<file path="src/rtl/uart_tx_frame.sv">
// uart_tx_frame: baud-timed UART transmitter. One word per accepted request is
// sent as start bit, DATA_BITS data bits (LSB first), optional parity bit and
// STOP_BITS stop bits, each held CLKS_PER_BIT clocks.
//
// Optional feature macro: UART_TX_PARITY_EN adds the PARITY_ODD port and a
// parity bit between the last data bit and the first stop bit.
//
// Ports:
//   CLK        system clock, rising edge
//   RST_N      asynchronous active-low reset
//   TX_EN      enable; gates acceptance of new frames only
//   START      frame request, sampled while idle
//   TX_IN      word to send, captured on acceptance
//   PARITY_ODD parity sense, 1 = odd (only with UART_TX_PARITY_EN)
//   TX_OUT     serial line, idles high
//   BUSY       high from the acceptance edge until the frame ends
//   DONE       one-cycle pulse at the edge the last stop bit completes
module uart_tx_frame #(
  parameter int CLKS_PER_BIT = 868,
  parameter int DATA_BITS    = 8,
  parameter int STOP_BITS    = 1
) (
  input  logic                 CLK,
  input  logic                 RST_N,
  input  logic                 TX_EN,
  input  logic                 START,
  input  logic [DATA_BITS-1:0] TX_IN,
`ifdef UART_TX_PARITY_EN
  input  logic                 PARITY_ODD,
`endif
  output logic                 TX_OUT,
  output logic                 BUSY,
  output logic                 DONE
);

  localparam int CW = $clog2(CLKS_PER_BIT);
  localparam int BW = $clog2(DATA_BITS + 1);
  localparam logic [CW-1:0] BAUD_LAST = CW'(CLKS_PER_BIT - 1);
  localparam logic [CW-1:0] BAUD_ONE  = CW'(1);
  localparam logic [BW-1:0] DATA_LAST = BW'(DATA_BITS - 1);
  localparam logic [BW-1:0] STOP_LAST = BW'(STOP_BITS - 1);
  localparam logic [BW-1:0] BIT_ONE   = BW'(1);

  typedef enum logic [2:0] {
    IDLE      = 3'd0,
    START_BIT = 3'd1,
    DATA      = 3'd2,
`ifdef UART_TX_PARITY_EN
    PARITY    = 3'd3,
`endif
    STOP      = 3'd4
  } state_t;

  state_t               state, state_nxt;
  logic [CW-1:0]        baud, baud_nxt;
  logic [BW-1:0]        bitc, bitc_nxt;
  logic [DATA_BITS-1:0] shreg, shreg_nxt;
  logic                 tx_nxt, busy_nxt, done_nxt;
  logic                 bit_end;
`ifdef UART_TX_PARITY_EN
  logic                 par_q, par_nxt;
`endif

  assign bit_end = (baud == BAUD_LAST);

  always_comb begin
    state_nxt = state;
    baud_nxt  = bit_end ? '0 : baud + BAUD_ONE;
    bitc_nxt  = bitc;
    shreg_nxt = shreg;
    busy_nxt  = BUSY;
    done_nxt  = 1'b0;
`ifdef UART_TX_PARITY_EN
    par_nxt   = par_q;
`endif
    case (state)
      IDLE: begin
        baud_nxt = '0;
        bitc_nxt = '0;
        busy_nxt = 1'b0;
        if (START && TX_EN) begin
          shreg_nxt = TX_IN;
`ifdef UART_TX_PARITY_EN
          // parity is fixed at capture so later TX_IN/PARITY_ODD changes are harmless
          par_nxt   = (^TX_IN) ^ PARITY_ODD;
`endif
          busy_nxt  = 1'b1;
          state_nxt = START_BIT;
        end
      end
      START_BIT: if (bit_end) state_nxt = DATA;
      DATA: if (bit_end) begin
        shreg_nxt = shreg >> 1;
        if (bitc == DATA_LAST) begin
          bitc_nxt  = '0;
`ifdef UART_TX_PARITY_EN
          state_nxt = PARITY;
`else
          state_nxt = STOP;
`endif
        end else begin
          bitc_nxt = bitc + BIT_ONE;
        end
      end
`ifdef UART_TX_PARITY_EN
      PARITY: if (bit_end) state_nxt = STOP;
`endif
      STOP: if (bit_end) begin
        if (bitc == STOP_LAST) begin
          bitc_nxt  = '0;
          state_nxt = IDLE;
          busy_nxt  = 1'b0;
          done_nxt  = 1'b1;
        end else begin
          bitc_nxt = bitc + BIT_ONE;
        end
      end
      default: begin
        state_nxt = IDLE;
        baud_nxt  = '0;
        bitc_nxt  = '0;
        busy_nxt  = 1'b0;
      end
    endcase

    // TX_OUT is registered from the next state so the line changes on the
    // same edge as the state, with no input-to-output combinational path.
    case (state_nxt)
      START_BIT: tx_nxt = 1'b0;
      DATA:      tx_nxt = shreg_nxt[0];
`ifdef UART_TX_PARITY_EN
      PARITY:    tx_nxt = par_nxt;
`endif
      default:   tx_nxt = 1'b1;
    endcase
  end

  always_ff @(posedge CLK or negedge RST_N) begin
    if (!RST_N) begin
      state  <= IDLE;
      baud   <= '0;
      bitc   <= '0;
      shreg  <= '0;
      TX_OUT <= 1'b1;
      BUSY   <= 1'b0;
      DONE   <= 1'b0;
`ifdef UART_TX_PARITY_EN
      par_q  <= 1'b0;
`endif
    end else begin
      state  <= state_nxt;
      baud   <= baud_nxt;
      bitc   <= bitc_nxt;
      shreg  <= shreg_nxt;
      TX_OUT <= tx_nxt;
      BUSY   <= busy_nxt;
      DONE   <= done_nxt;
`ifdef UART_TX_PARITY_EN
      par_q  <= par_nxt;
`endif
    end
  end

endmodule

</file>
<file path="config.mk">
export PLATFORM = sky130hd
export DESIGN_NAME = uart_tx_frame
export DESIGN_NICKNAME = d
export VERILOG_FILES = /design/src/rtl/uart_tx_frame.sv
export SDC_FILE = /design/constraint.sdc
export NUM_CORES = 1
export LEC_CHECK = 0
export ABC_AREA = 1
export CORE_UTILIZATION = 60
export CTS_CLUSTER_DIAMETER = 40
export DETAILED_ROUTE_END_ITERATION = 10
export GPL_TIMING_DRIVEN = 1
export PLACE_DENSITY = 0.92
export SLEW_MARGIN = 15
export SYNTH_ARGS = -nofsm -noshare
export SYNTH_HDL_FRONTEND = slang
export SYNTH_SLANG_ARGS = --single-unit
</file>
<file path="constraint.sdc">
create_clock -name CLK -period 3.48 [get_ports CLK]
set_input_delay 0.87 -clock CLK [delete_from_list [all_inputs] [get_ports CLK]]
set_output_delay 0.87 -clock CLK [all_outputs]
set_load 0.1 [all_outputs]
</file>
==> results of run 1 <==
## cell usage in the layout, fill, tap and decap left out
cell,n
o31ai_1,1
nor2_2,2
nor3_1,7
nor2_1,29
inv_1,19
nor3_2,2
o21ai_0,5
dfrtp_1,27
bufinv_16,1
o211ai_1,1
a21boi_0,1
buf_4,5
nand2_1,52
nand2_4,2
dfstp_2,1
nand2_2,2
a31oi_1,1
o21a_1,1
clkdlybuf4s50_1,11
nand3_2,2
nand3_1,7
o21ai_1,4
a21oi_1,11
ha_1,3
clkbuf_4,3
o21ai_4,1
xor2_1,3
a21o_1,1
## area by class of cell
type,count,area share [%]
well taps,28,2.07
clock inverters,1,1.77
multi-input cells,138,40.5
clock buffers,3,1.33
flip-flops and latches,28,41.4
inverters,19,4.21
repair buffers,16,8.71
## kinds of logic after synthesis
logic type	count (synthesis)	share of synthesized area [%]
xor+xnor	3	1.78
buf+inv	21	5.94
flops	28	47.6
fa+ha+maj	3	2.54
compound gates	27	10.9
simple gates	105	31.3
## sequential cells by signal, summed over array words and instances, names as in the netlist
register and flops:
baud 10, shreg 8, bitc 4, state 3
BUSY 1, DONE 1, TX_OUT 1
## layer usage
layer  vias to the layer above  track usage, %  share of wire, %
met1                       587            31.2                44
met4                         0            6.31              0.42
li1                        628               -                 -
met5                         -               0                 0
met2                        32            43.7                51
met3                         2            6.14               4.2
## per-stage QoR
step	cell area [um^2]	power, W	worst slack [ps]
finish	1690	0.000893	1460
global route	1690	0.000944	1420
detailed placement	1640	0.000685	1310
CTS	1690	0.000896	1450
floorplan	1480	0.000614	1710
global placement	1640	0.000670	1350
## where the power goes
part | internal (W) | switching, W | leakage, nW
registers | 0.000387 | 0.0000520 | 0.366
logic | 0.0000808 | 0.000159 | 0.416
clock network | 0.000117 | 0.0000970 | 0.0279
total | 0.000585 | 0.000308 | 0.809
## final timing paths
| check | from | to | cells after the start |
|---|---|---|---|
| worst max-delay path | TX_OUT | TX_OUT | 1 |
| worst min-delay path | shreg[1] | shreg[1] | 2 |
| worst max register to register | baud[0] | bitc[2] | 8 |
| worst min register to register | shreg[1] | shreg[1] | 2 |
| max in group asynchronous | RST_N | baud[2] | 2 |
| min in group asynchronous | RST_N | baud[6] | 1 |
==> impl_metrics.yaml, run 1 <==
status:
  outcome: "finished clean"
power_and_ir_drop:
  p_per_area_mw_per_mm2: 527
  leakage_nw: 0.809
  ir_worst_vdd_v: 0.000453
yosys:
  synth_ff_type: "dfrtp_1"
  synth_common_cells: "nand2_1, nor2_1, dfrtp_1"
  yosysMostFrequentCell: "nand2_1"
  yosys-top-cells-area: "dfrtp_1, nand2_1, nor2_1, inv_1, a21oi_1"
  synth_seq_cells: 28
  synth_top_area_share_pct: 45.8
  synth_edf_count: 0
  syn_avg_cell_area_um2: 7.89
  ys_warn_count: 0
  synthArstFlopShare_pct: 100
  syn_area_mm2: 0.00148
  yosys.cell_types.count: 26
  yosysTopAreaCell: "dfrtp_1"
  synthesis.nets: 202
  syn_inst: 187
  synth_seq_area_share_pct: 47.6
die:
  row_count: 17
  die_y_um: 51.6
  die_area_mm2: 0.00266
  initial_core_util_pct: 65.4
  coreArea_mm2: 0.00225
  die_w_um: 51.6
  ios: 15
sta:
  hold_ws_ps: 492
  finalCriticalPeriod_ps: 2020
  slew_headroom_pct: 42.4
  skew_ps: 1.63
  finalMaxSlewViolations: 0
  hold_viol_final: 0
  fin_setup_tns_ps: 0
  rsz0062_at_grt: "no"
  timing.final.crit_share_pct: 58.1
  tightest_slew_ps: 861
  max_freq_ghz: 0.495
  setup_violations: 0
clock_tree:
  cts_buffer_depth: 2
  cts-resized-gates: 0
  clock_sinks: 28
  clock_latency_ps: 330
  cts_max_level: 1
  root_buffer: "clkbuf_4"
  post_cts_buffers: 0
  cts-buffers-inserted: 3
  cts_tree: "yes"
  cts.clk_slew.worst_paths_ps: 150
  hold_buffers: 0
drt:
  post_drt_wl_per_cell_um: 12.2
  ant_nets: 0
  detail_route.drc_violations: 0
  vias_per_cell: 5.36
  drt_iter0_drc: 43
  first_pass_iters: 4
  num_vias: 1249
  wl_mm: 2.83
placement:
  gp_congestion: 0.946
  portBuffers: 14
  dp.final_hpwl_mm: 2.19
  dp_cells: 229
grt:
  grt_pass1_wl_mm: 4.89
  grt_usage_pct: 25.1
  grt_pass1_vias: 1148
  grt_max_degree: 21
  antenna_found_initial: 0
  globalRoute.totalOverflow: 0
setup_path:
  crit_chain: "buf_4"
  r2r_setup_slack_ps: 1660
  path_max_fanout: 1
  critPathTopFamily: "flip-flops"
  critPathMaxStageDelay_ps: 540
  crit_buf_inv: 1
  required_ps: 2610
  cp_slowest_cell: "dfstp_2"
  cp-start-kind: "flop"
  worst_ep_arrival_time_ps: 1150
  worstSetupPathType: "reg -> out"
  end_kind: "output pin"
worst_hold_path:
  hold_class: "reg -> reg"
flow_run:
  drv_cap: 0
cells_and_area:
  nNetsFinal: 221
  fill_cells: 181
  layout-drive-gt1-share_pct: 10.2
  diodes: 0
  final_util_pct: 75.1
  multi_input_area_um2: 686
  area_delta_synth_final_pct: 14.8
  fin_cells: 233
  regArea_um2: 702
Power figures use the tool's default switching activity.
==> run 2, diff against run 1 <==
--- a/config.mk
+++ b/config.mk
@@ -6,11 +6,11 @@
 export NUM_CORES = 1
 export LEC_CHECK = 0
 export ABC_AREA = 1
-export CORE_UTILIZATION = 60
+export CORE_UTILIZATION = 50
 export CTS_CLUSTER_DIAMETER = 40
 export DETAILED_ROUTE_END_ITERATION = 10
 export GPL_TIMING_DRIVEN = 1
-export PLACE_DENSITY = 0.92
+export PLACE_DENSITY = 0.82
 export SLEW_MARGIN = 15
 export SYNTH_ARGS = -nofsm -noshare
 export SYNTH_HDL_FRONTEND = slang
==> constraint.sdc (replaced) <==
create_clock -name CLK -period 1.8 [get_ports CLK]
set_input_delay 0.45 -clock CLK [delete_from_list [all_inputs] [get_ports CLK]]
set_output_delay 0.45 -clock CLK [all_outputs]
set_load 0.1 [all_outputs]
==> run 2 against run 1 <==
Against the previous run:
- worst hold slack worse by 23 ps
- routed wire length down 4.3%
- worst setup slack worse by 1400 ps
- non-clock buffer count up 2
- core utilization down 12 points
- via count down 3.0%
- sequential share of layout area down 1.3 points
- final area up 3.3%
- register-to-register slack worse by 1600 ps
- sequential power up 94%
- first-iteration DRC count down 16%
==> impl_metrics.yaml, run 2 (same netlist as run 1, synthesis figures left out) <==
status:
  outcome: "finished clean"
setup_path:
  worstSetupPathType: "reg -> reg"
  required_ps: 2030
  r2r_start: "baud[1]"
  path_max_fanout: 8
  worst_ep_arrival_time_ps: 1950
  cp-start-kind: "flop"
  startpoint: "baud[1]"
  end_kind: "flop"
power_and_ir_drop:
  leakage_nw: 0.828
  pwr-share-clk_pct: 23.0
  swShare_pct: 34.0
  p_per_area_mw_per_mm2: 1020
  combPwrFrac_pct: 29.2
  ir_worst_vdd_v: 0.000892
  power.net_switching_w: 0.000606
  pwr-share-seq_pct: 47.8
  intPower_w: 0.00117
sta:
  timing.final.crit_share_pct: 95.3
  slew_headroom_pct: 73.6
  finalCriticalPeriod_ps: 1720
  fin_setup_tns_ps: 0
  finalMaxSlewViolations: 0
  tightest_slew_ps: 394
  worst_slack_ps: 84.2
  setup_violations: 0
  skew_ps: 3.10
  hold_viol_final: 0
  rsz0062_at_grt: "no"
  max_freq_ghz: 0.583
flow_run:
  drv_cap: 0
clock_tree:
  clock_sinks: 28
  post_cts_buffers: 0
  root_buffer: "clkbuf_4"
  cts-resized-gates: 0
  cts_buffer_depth: 2
  cts_tree: "yes"
  cts.clk_slew.worst_paths_ps: 150
  cts_max_level: 1
  cts-buffers-inserted: 3
  hold_buffers: 0
  clock_latency_ps: 320
placement:
  portBuffers: 14
  pre_cts_slack_ps: 51.4
  gp_congestion: 0.870
  dp.final_hpwl_mm: 1.98
drt:
  vias_per_cell: 5.09
  first_pass_iters: 4
  wl_mm: 2.71
  detail_route.drc_violations: 0
  drt_iter0_drc: 36
  ant_nets: 0
  post_drt_wl_per_cell_um: 11.4
  num_vias: 1212
worst_hold_path:
  hold_class: "in -> async"
grt:
  grt_pass1_vias: 1125
  antenna_found_initial: 0
  grt_pass1_wl_mm: 4.82
  grt_usage_pct: 19.1
  globalRoute.totalOverflow: 0
  grt_max_degree: 29
cells_and_area:
  area_delta_synth_final_pct: 18.7
  largest_register_ffs: 10
  top_register: "baud"
  diodes: 0
  final_cell_mix: "nand2_1, nor2_1, dfrtp_1, inv_1"
  top_regs: "baud x10, shreg x8, bitc x4"
  layout-drive-gt1-share_pct: 11.1
  nNetsFinal: 223
  layout_commonest_cell: "nand2_1"
die:
  die_w_um: 56.3
  initial_core_util_pct: 53.0
  die_y_um: 56.3
  row_count: 19
  coreArea_mm2: 0.00278
  ios: 15
  die_area_mm2: 0.00317
run 2: layout make-up:
| class | count | area, um^2 |
|---|---|---|
| Clock inverter | 1 | 30.0 |
| Fill cell | 235 | 1030 |
| Inverter | 19 | 71.3 |
| Tap cell | 31 | 38.8 |
| Timing Repair Buffer | 18 | 200 |
| Clock buffer | 3 | 22.5 |
| Multi-Input combinational cell | 138 | 686 |
| Sequential cell | 28 | 702 |
run 2: power by group through the flow:
stage / logic (W) / clock network [W] / registers [W]
2_1_floorplan: 0.000263 / 0 / 0.000924
4_1_cts: 0.000522 / 0.000417 / 0.000849
6_report: 0.000519 / 0.000410 / 0.000850
3_3_place_gp: 0.000501 / 0 / 0.000852
3_5_place_dp: 0.000513 / 0 / 0.000854
5_1_grt: 0.000581 / 0.000451 / 0.000860
run 2: worst paths after layout:
path / depth (start not counted) / end / slack [ps]
setup / recovery: 8 / BUSY / 80
hold / removal: 2 / shreg[2] / 470
setup reg to reg: 8 / BUSY / 80
hold reg to reg: 2 / shreg[6] / 490
max in group asynchronous: 2 / TX_OUT / 1030
min in group CLK: 2 / shreg[6] / 490
run 2: critical path, stage by stage (launching register included):
cell,delay [ps]
dfrtp_1,440
ha_1,200
inv_1,60
nor2_1,180
nand3_2,230
o21ai_0,280
nand3_1,110
nand2_1,70
nand2_1,50
run 2: metrics by stage:
stage                     area (um^2)  instances  util [%]  total power, W  hold WS [ps]
after floorplan                  1480        187         -         0.00119           154
after global placement           1700        234      61.0         0.00135           454
after detailed placement         1700        234      61.0         0.00137           460
after CTS                        1750        238      62.9         0.00179           481
after global routing             1750        238      62.9         0.00189           471
final                            1750        238      62.9         0.00178           469
run 2: layer usage:
layer	global-route usage, %	vias up	wire (um)
met5	0	-	0
met4	5.23	0	19
met3	2.30	4	68
met2	30.1	20	1250
met1	28.2	548	1370
li1	-	640	-
